### src/rtl/ps2_key_decoder_if.sv
// Signal bundle between a PS/2 keyboard port and the key decoder.
// master drives the raw PS/2 lines; slave is the decoder producing key outputs.
interface ps2_key_decoder_if;
    logic       ps2_clk;
    logic       ps2_data;
    logic [3:0] keyboard;
    logic       key_pulse;
    logic       frame_error;

    modport master (
        output ps2_clk,
        output ps2_data,
        input  keyboard,
        input  key_pulse,
        input  frame_error
    );

    modport slave (
        input  ps2_clk,
        input  ps2_data,
        output keyboard,
        output key_pulse,
        output frame_error
    );
endinterface

### src/rtl/ps2_key_decoder.sv
// PS/2 keyboard receiver: frames scan codes and maps W/D/S/A/SPACE onto a held
// 4-bit key code, with a press strobe and a frame-error strobe.
module ps2_key_decoder #(
    parameter int unsigned TIMEOUT_CYCLES = 200000,
    parameter int unsigned TO_W           = 18
) (
    input logic               clk,
    input logic               reset_n,
    ps2_key_decoder_if.slave  bus
);

    typedef enum logic [0:0] {StIdle, StRecv} state_e;

    localparam logic [TO_W-1:0] ToLast = TO_W'(TIMEOUT_CYCLES - 1);

    logic       clk_meta_q, clk_sync_q, clk_prev_q;
    logic       data_meta_q, data_sync_q;
    logic       fall;

    state_e          state_q, state_d;
    logic [3:0]      bitcnt_q, bitcnt_d;
    logic [8:0]      shreg_q, shreg_d;
    logic [TO_W-1:0] to_cnt_q, to_cnt_d;
    logic            byte_valid_q, byte_valid_d;
    logic [7:0]      rx_byte_q, rx_byte_d;
    logic            ferr_q, ferr_d;

    logic       ext_q, ext_d;
    logic       brk_q, brk_d;
    logic [3:0] kb_q, kb_d;
    logic       pulse_q, pulse_d;
    logic [3:0] mapped;

    // Synchronizers preset high so reset never looks like a falling edge.
    always_ff @(posedge clk or negedge reset_n) begin
        if (!reset_n) begin
            clk_meta_q  <= 1'b1;
            clk_sync_q  <= 1'b1;
            clk_prev_q  <= 1'b1;
            data_meta_q <= 1'b1;
            data_sync_q <= 1'b1;
        end else begin
            clk_meta_q  <= bus.ps2_clk;
            clk_sync_q  <= clk_meta_q;
            clk_prev_q  <= clk_sync_q;
            data_meta_q <= bus.ps2_data;
            data_sync_q <= data_meta_q;
        end
    end

    assign fall = clk_prev_q & ~clk_sync_q;

    always_comb begin
        state_d      = state_q;
        bitcnt_d     = bitcnt_q;
        shreg_d      = shreg_q;
        to_cnt_d     = to_cnt_q;
        byte_valid_d = 1'b0;
        rx_byte_d    = rx_byte_q;
        ferr_d       = 1'b0;
        unique case (state_q)
            StIdle: begin
                to_cnt_d = '0;
                if (fall) begin
                    if (!data_sync_q) begin
                        state_d  = StRecv;
                        bitcnt_d = 4'd1;
                        shreg_d  = '0;
                    end else begin
                        ferr_d = 1'b1;
                    end
                end
            end
            StRecv: begin
                if (fall) begin
                    to_cnt_d = '0;
                    if (bitcnt_q == 4'd10) begin
                        // shreg holds data[7:0] plus parity in bit 8; odd overall parity required
                        if ((^shreg_q) && data_sync_q) begin
                            byte_valid_d = 1'b1;
                            rx_byte_d    = shreg_q[7:0];
                        end else begin
                            ferr_d = 1'b1;
                        end
                        state_d  = StIdle;
                        bitcnt_d = '0;
                    end else begin
                        shreg_d  = {data_sync_q, shreg_q[8:1]};
                        bitcnt_d = bitcnt_q + 4'd1;
                    end
                end else if (to_cnt_q == ToLast) begin
                    ferr_d   = 1'b1;
                    state_d  = StIdle;
                    bitcnt_d = '0;
                    to_cnt_d = '0;
                end else begin
                    to_cnt_d = to_cnt_q + 1'b1;
                end
            end
        endcase
    end

    always_comb begin
        unique case (rx_byte_q)
            8'h1D:   mapped = 4'b0001;
            8'h23:   mapped = 4'b0010;
            8'h1B:   mapped = 4'b0011;
            8'h1C:   mapped = 4'b0100;
            8'h29:   mapped = 4'b0101;
            default: mapped = 4'b0000;
        endcase
    end

    always_comb begin
        ext_d   = ext_q;
        brk_d   = brk_q;
        kb_d    = kb_q;
        pulse_d = 1'b0;
        if (byte_valid_q) begin
            if (rx_byte_q == 8'hE0) begin
                ext_d = 1'b1;
            end else if (rx_byte_q == 8'hF0) begin
                brk_d = 1'b1;
            end else if (ext_q) begin
                ext_d = 1'b0;
                brk_d = 1'b0;
            end else if (brk_q) begin
                // Releasing a key other than the held one leaves the held key alone.
                if ((mapped != 4'b0000) && (mapped == kb_q)) begin
                    kb_d = 4'b0000;
                end
                brk_d = 1'b0;
            end else if (mapped != 4'b0000) begin
                kb_d    = mapped;
                pulse_d = 1'b1;
            end
        end
    end

    always_ff @(posedge clk or negedge reset_n) begin
        if (!reset_n) begin
            state_q      <= StIdle;
            bitcnt_q     <= '0;
            shreg_q      <= '0;
            to_cnt_q     <= '0;
            byte_valid_q <= 1'b0;
            rx_byte_q    <= '0;
            ferr_q       <= 1'b0;
            ext_q        <= 1'b0;
            brk_q        <= 1'b0;
            kb_q         <= '0;
            pulse_q      <= 1'b0;
        end else begin
            state_q      <= state_d;
            bitcnt_q     <= bitcnt_d;
            shreg_q      <= shreg_d;
            to_cnt_q     <= to_cnt_d;
            byte_valid_q <= byte_valid_d;
            rx_byte_q    <= rx_byte_d;
            ferr_q       <= ferr_d;
            ext_q        <= ext_d;
            brk_q        <= brk_d;
            kb_q         <= kb_d;
            pulse_q      <= pulse_d;
        end
    end

    assign bus.keyboard    = kb_q;
    assign bus.key_pulse   = pulse_q;
    assign bus.frame_error = ferr_q;

endmodule

### src/flat_wrapper.sv
// flat-port wrapper written by rule: the top's interface ports become plain ports
module ps2_key_decoder_flat 
#(
    parameter int unsigned TIMEOUT_CYCLES = 200000,
    parameter int unsigned TO_W           = 18
)
  (clk, reset_n, bus_ps2_clk, bus_ps2_data, bus_keyboard, bus_key_pulse, bus_frame_error);
  ps2_key_decoder_if bus_i ();
  input logic clk;
  input logic reset_n;
  input wire logic [$bits(bus_i.ps2_clk)-1:0] bus_ps2_clk;
  input wire logic [$bits(bus_i.ps2_data)-1:0] bus_ps2_data;
  output wire logic [$bits(bus_i.keyboard)-1:0] bus_keyboard;
  output wire logic [$bits(bus_i.key_pulse)-1:0] bus_key_pulse;
  output wire logic [$bits(bus_i.frame_error)-1:0] bus_frame_error;
  assign bus_i.ps2_clk = bus_ps2_clk;
  assign bus_i.ps2_data = bus_ps2_data;
  assign bus_keyboard = bus_i.keyboard;
  assign bus_key_pulse = bus_i.key_pulse;
  assign bus_frame_error = bus_i.frame_error;
  ps2_key_decoder #(.TIMEOUT_CYCLES(TIMEOUT_CYCLES), .TO_W(TO_W)) u_core (.clk(clk), .reset_n(reset_n), .bus(bus_i));
endmodule
### config.mk
export PLATFORM = sky130hd
export DESIGN_NAME = ps2_key_decoder_flat
export DESIGN_NICKNAME = d
export VERILOG_FILES = /design/src/rtl/ps2_key_decoder_if.sv /design/src/rtl/ps2_key_decoder.sv /design/src/flat_wrapper.sv
export SDC_FILE = /design/constraint.sdc
export NUM_CORES = 1
export LEC_CHECK = 0
export ABC_AREA = 1
export ABC_CLOCK_PERIOD_IN_PS = 2130
export BUFFER_PORTS_ARGS = -buffer_cell sky130_fd_sc_hd__buf_4
export CELL_PAD_IN_SITES_DETAIL_PLACEMENT = 0
export CELL_PAD_IN_SITES_GLOBAL_PLACEMENT = 1
export CORE_ASPECT_RATIO = 1.75
export CORE_MARGIN = 10
export CORE_UTILIZATION = 46
export DETAILED_ROUTE_END_ITERATION = 16
export PLACE_DENSITY = 0.83
export SYNTH_ARGS = -nofsm -noshare
export SYNTH_HDL_FRONTEND = slang
export SYNTH_SLANG_ARGS = --single-unit
### constraint.sdc
create_clock -name clk -period 2.13 [get_ports clk]
set_input_delay 0.213 -clock clk [delete_from_list [all_inputs] [get_ports clk]]
set_output_delay 0.213 -clock clk [all_outputs]
set_load 0.03 [all_outputs]
# Word-level counts from Yosys, hierarchy flattened
# Index checks and enable logic that the tools add are counted.
[classes]
addsub = 2
n_eq_ne = 17
mux = 44
bitwise = 6
reduce_logical = 11
[op_table]
columns = ["op", "n"]
rows = [
  ["18-bit two-way mux", 2],
  ["9-bit two-way mux", 4],
  ["18-bit one-hot mux with 2 select lines", 1],
  ["4-bit two-way mux", 8],
  ["8-bit by 5-bit equality test with 1-bit output, second input constant", 3],
  ["1-bit two-way mux", 24],
  ["18-bit by 1-bit adder with 18-bit output, second input constant", 1],
  ["18-bit equality test, second input constant", 1],
  ["9-bit one-hot mux with 2 select lines", 1],
  ["8-bit by 6-bit equality test with 1-bit output, second input constant", 2],
  ["8-bit equality test, second input constant", 2],
  ["3-bit one-hot mux with 5 select lines", 1],
  ["9-bit XOR reduction", 1],
  ["4-bit one-hot mux with 2 select lines", 1],
  ["4-bit AND reduction", 2],
  ["2-bit by 1-bit inequality test with 1-bit output, second input constant", 3],
  ["2-bit inequality test, second input constant", 3],
  ["6-bit AND reduction", 1],
  ["1-bit NOT", 5],
  ["4-bit by 1-bit adder with 4-bit output, second input constant", 1],
  ["3-bit by 4-bit equality test with 1-bit output", 1],
  ["4-bit equality test, second input constant", 1],
  ["1-bit one-hot mux with 2 select lines", 2],
  ["2-bit AND reduction", 2],
  ["other kinds (6)", 7],
]
[totals]
register_bits = 54
inputBits = 4
output_inout_bits = 6
word_cells = 96

# Logic depth before layout (Yosys ltp)
[depth]
depth_word = 9
mapped_depth = 13
mapped_depth_nobuf = 13

# Worst setup path before layout
# OpenSTA, ideal clock, no wires.
[synth_timing]
kind = "reg2reg"
startpoint = "register u_core.to_cnt_q[0]"
endpoint = "register u_core.bitcnt_q[2]"
arrival_time_ns = 1.369
required_ns = 2.005
path_slack_ns = 0.636
stages_incl_launch_ff = 9
synth_period_minus_slack_ns = 1.494
path_cell_list = "dfrtp_1 > ha_1 > nand3_1 > nor2_1 > nand4_1 > nand3_2 > nand2_1 > nand2_1 > o21ai_1"
[synth_via]
elab_chain_len = 3
[synth_rtl]
columns = ["item", "line", "source"]
rows = [
  ["start: declaration", "ps2_key_decoder.sv:23", "logic [TO_W-1:0] to_cnt_q, to_cnt_d;"],
  ["start signal: assignment", "ps2_key_decoder.sv:157", "to_cnt_q <= to_cnt_d;"],
  ["18-bit equality test", "ps2_key_decoder.sv:91", "end else if (to_cnt_q == ToLast) begin"],
  ["3-bit by 2-bit inequality test with 1-bit output (no source line)", "--", ""],
  ["3-bit AND reduction (no source line)", "--", ""],
  ["end signal: assignment", "ps2_key_decoder.sv:155", "bitcnt_q <= bitcnt_d;"],
  ["end: declaration", "ps2_key_decoder.sv:21", "logic [3:0] bitcnt_q, bitcnt_d;"],
]
# No other way between the ends.
# A chain may end at the register's enable or synchronous reset.

# Worst setup path in the final report
[layout_timing]
startpoint = "register u_core.to_cnt_q[0]"
endpoint = "register u_core.to_cnt_q[12]"
[layout_via]
elab_chain_len = 4
elab_cells_between_ends = 5
[layout_rtl]
columns = ["item", "line", "source"]
rows = [
  ["18-bit by 1-bit adder with 18-bit output / 18-bit equality test (equally long branches)", "ps2_key_decoder.sv:97, ps2_key_decoder.sv:91", ""],
  ["18-bit two-way mux (*)", "ps2_key_decoder.sv:91", ""],
  ["18-bit two-way mux (*)", "ps2_key_decoder.sv:75", "if (fall) begin"],
  ["18-bit one-hot mux with 2 select lines (*)", "ps2_key_decoder.sv:61", "unique case (state_q)"],
  ["net u_core.to_cnt_d[12]", "ps2_key_decoder.sv:23", ""],
]
# The timed path passes the listed nets; every way through them passes the cells marked *.

==> summary.txt <==
Clocking
  – Hold Buf Count CTS: 1
  – TritonCTS clock tree: yes
  – Clk root buf: clkbuf_8
  – Clk_lat worst skew: 0.30 ns
  – Post_cts resized: 0
  – H-tree lvl count: 2
  – Clock-pin slew on the worst setup and hold paths: 0.09 ns
  – Sink Count: 53
  – Clock Tree Buf Depth: 2
  – Number of setup buffers added after CTS: 0
  – CTS buffer count: 5

Cells and area
  – Layout overhead on the synthesized area: 10.1%
  – Ant. Diodes: 0
  – Fraction of layout cells with a size suffix above 1: 11.6%
  – Final Net Count: 367

Timing
  – RSZ-0062 raised after global routing: no
  – Fin. max-slew vios: 0
  – Min cycle time layout: 1.72 ns
  – Number of failing hold endpoints at the final stage: 0
  – Slew @ Worst Pin: 0.666 ns
  – Final setup violation count: 0
  – Rel. slew slack: 55.6%
  – Final Cycle Share: 81.0%
  – Max Fclk: 580 MHz
  – Fin Clk Skew: 0.00503 ns
  – Hold WS: 0.0112 ns
  – Setup TNS: 0 ns

Pwr
  – Pwr/cell area: 670 nW/um^2
  – Switch Pwr: 0.000591 W
  – Clock share of power: 28.4%
  – Peak supply drop: 0.417 mV
  – Comb power frac: 15.7%
  – Sw Share: 29.1%
  – Leak Pwr: 1.46 nW
  – Int Pwr: 0.00144 W
  – Sequential Power Share: 55.9%

Logic synthesis
  – Async SR Flop Fraction: 100%
  – Synthesized flop and latch total: 53
  – Netlist cell types: 31
  – Main flop type after synthesis: dfrtp_1
  – Synth Net Count: 349
  – Syn avg cell area: 8.06 sq um
  – Seq/Total Area, Yosys: 48.4%
  – Yosys warns: 0
  – Mapped cell area: 2760 sq um
  – Post-synth EDFFs: 0
  – Mapped Cells: 342

Drt
  – Total wire length: 5.37 mm
  – Vias per inst: 4.98
  – DRT iter0 DRCs: 92
  – Post-route ant nets: 0
  – Drt first pass iters: 4
  – Drt wl/cell: 12.2 microns
  – DRC viols: 0
  – Via Count: 2186

Floorplanning
  – # IOs: 10
  – Die area: 9610 sq um
  – Core area: 5830 sq um
  – Die W: 78.5 microns
  – Row count: 37
  – Die Ht: 122 microns
  – Initial core utilization: 47.2%

GRT
  – Global-route wire length before repair: 9.56 mm
  – Initial antenna violation count: 0
  – Vias in the first global route: 2215
  – Total gr overflow: 0
  – Largest net degree at the start of global routing: 54
  – Overall routing resource usage: 12.1%

Setup path
  – Critical-path maximum fanout: 16
  – Worst reg-to-reg path cell count: 8
  – Worst setup SP type: flop
  – Data arrival, critical path: 1.92 ns
  – R2r setup slk: 0.41 ns
  – Worst path required time: 2.33 ns
  – Crit. End Element: flop
  – Setup CP Type: reg2reg

Worst hold path
  – Worst hold path class: in2reg
  – Worst hold stages: 1

Placed design
  – Final GP Congestion: 0.860
  – # port buffers: 8
  – Dpl hpwl: 4.13 mm

Job
  – # Max-Cap Violations: 0

Status
  – Outcome: complete, no violations
[area by class of cell]
type	instances	area [sq um]
Clock buffer	8	90.1
Inverter	50	188
Timing Repair Buffer	14	110
Sequential cell	53	1330
Multi-Input combinational cell	236	1210
Fill cell	599	2800
Tap cell	78	97.6
[power groups by stage]
| stage | registers, W | logic, W | clock network, W |
|---|---|---|---|
| after floorplan | 0.00114 | 0.000237 | 0 |
| after global placement | 0.00115 | 0.000320 | 0 |
| after detailed placement | 0.00116 | 0.000324 | 0 |
| after CTS | 0.00114 | 0.000328 | 0.000594 |
| after global routing | 0.00115 | 0.000362 | 0.000641 |
| final | 0.00114 | 0.000319 | 0.000577 |
[cells in the mapped netlist (all sizes together), types with 3 or more instances]
library cell	count	area share (%)
a21oi	6	1.1
buf	3	0.73
dfrtp	48	44
dfstp	5	4.8
ha	3	1.4
inv	50	6.8
nand2	89	13
nand3	22	4.8
nand4	16	3.6
nor2	51	7.9
nor3	7	1.5
nor3b	3	0.82
nor4	3	0.68
o21ai	5	0.91
o22ai	8	1.8
xnor2	7	2.2
xor2	11	3.5
[state kept, by name (all words and copies together) (netlist names)]
register and flops:
u_core.bitcnt_q 4, u_core.data_meta_q 1, u_core.clk_sync_q 1, u_core.byte_valid_q 1, u_core.shreg_q 9, u_core.clk_meta_q 1
u_core.data_sync_q 1, u_core.ext_q 1, u_core.to_cnt_q 18, u_core.clk_prev_q 1, u_core.bus.key_pulse 1, u_core.bus.frame_error 1
u_core.rx_byte_q 8, u_core.brk_q 1, u_core.state_q 1, u_core.bus.keyboard 3
[through the flow]
step	utilization, %	power [W]	instance area, sq um	worst slack (ns)	cells
3_5_place_dp	50.1	0.00148	2920	0.404	429
3_3_place_gp	50.1	0.00147	2920	0.438	429
5_1_grt	52.0	0.00215	3030	0.174	439
6_report	52.0	0.00203	3030	0.405	439
4_1_cts	51.8	0.00206	3020	0.362	438
2_1_floorplan	-	0.00138	2760	0.636	342
[layout by cell type (no fill, tap or decap), types with 3 or more instances in the layout]
cell type / synthesis / routed
nand2_1: 85 / 85
inv_1: 48 / 48
dfrtp_1: 48 / 48
nor2_1: 42 / 42
nand3_1: 19 / 19
nand4_1: 16 / 16
buf_4: 2 / 12
xor2_1: 11 / 11
nor2_2: 8 / 8
o22ai_1: 8 / 8
xnor2_1: 7 / 7
nor3_1: 6 / 6
a21oi_1: 6 / 6
clkbuf_8: 0 / 6
dfstp_2: 5 / 5
nor4_1: 3 / 3
nor3b_1: 3 / 3
nand2_2: 3 / 3
o21ai_0: 3 / 3
ha_1: 3 / 3
[worst paths after layout]
path,to,startpoint
max,u_core.to_cnt_q[12]$_DFF_PN0_,u_core.to_cnt_q[0]$_DFF_PN0_
max in group asynchronous,u_core.to_cnt_q[6]$_DFF_PN0_,reset_n
max reg2reg,u_core.to_cnt_q[12]$_DFF_PN0_,u_core.to_cnt_q[0]$_DFF_PN0_
min reg2reg,u_core.data_sync_q$_DFF_PN1_,u_core.data_meta_q$_DFF_PN1_
min,u_core.data_meta_q$_DFF_PN1_,bus_ps2_data
min in group asynchronous,u_core.to_cnt_q[15]$_DFF_PN0_,reset_n
[worst max-delay path, stage by stage, from the launching register on]
cell	delay (ns)
dfrtp_1	0.43
ha_1	0.21
nand3_1	0.14
nor2_1	0.13
nand4_1	0.19
nand3_2	0.14
buf_4	0.22
nor2_1	0.06
o21a_1	0.10
[logic make-up (layout without fill, tap and decap cells)]
group | count (synthesis) | in the layout | synth area share, %
and+or+nand+nor | 193 | 193 | 32.6
xor gates and xnor gates | 18 | 18 | 5.72
buffers and inverters | 53 | 72 | 7.54
adders and majority gates | 3 | 3 | 1.36
AOI/OAI and AO/OA | 21 | 21 | 4.31
other | 1 | 1 | 0.136
DFF | 53 | 53 | 48.4
[metal layers]
metal,part of all wire [%],wire [microns],global-route usage [%]
met1,37,1970,11.5
met2,59,3180,24.4
met3,1.9,100,1.90
met4,2.1,112,4.84
met5,0,0,0
(Power assumes the default switching activity.)
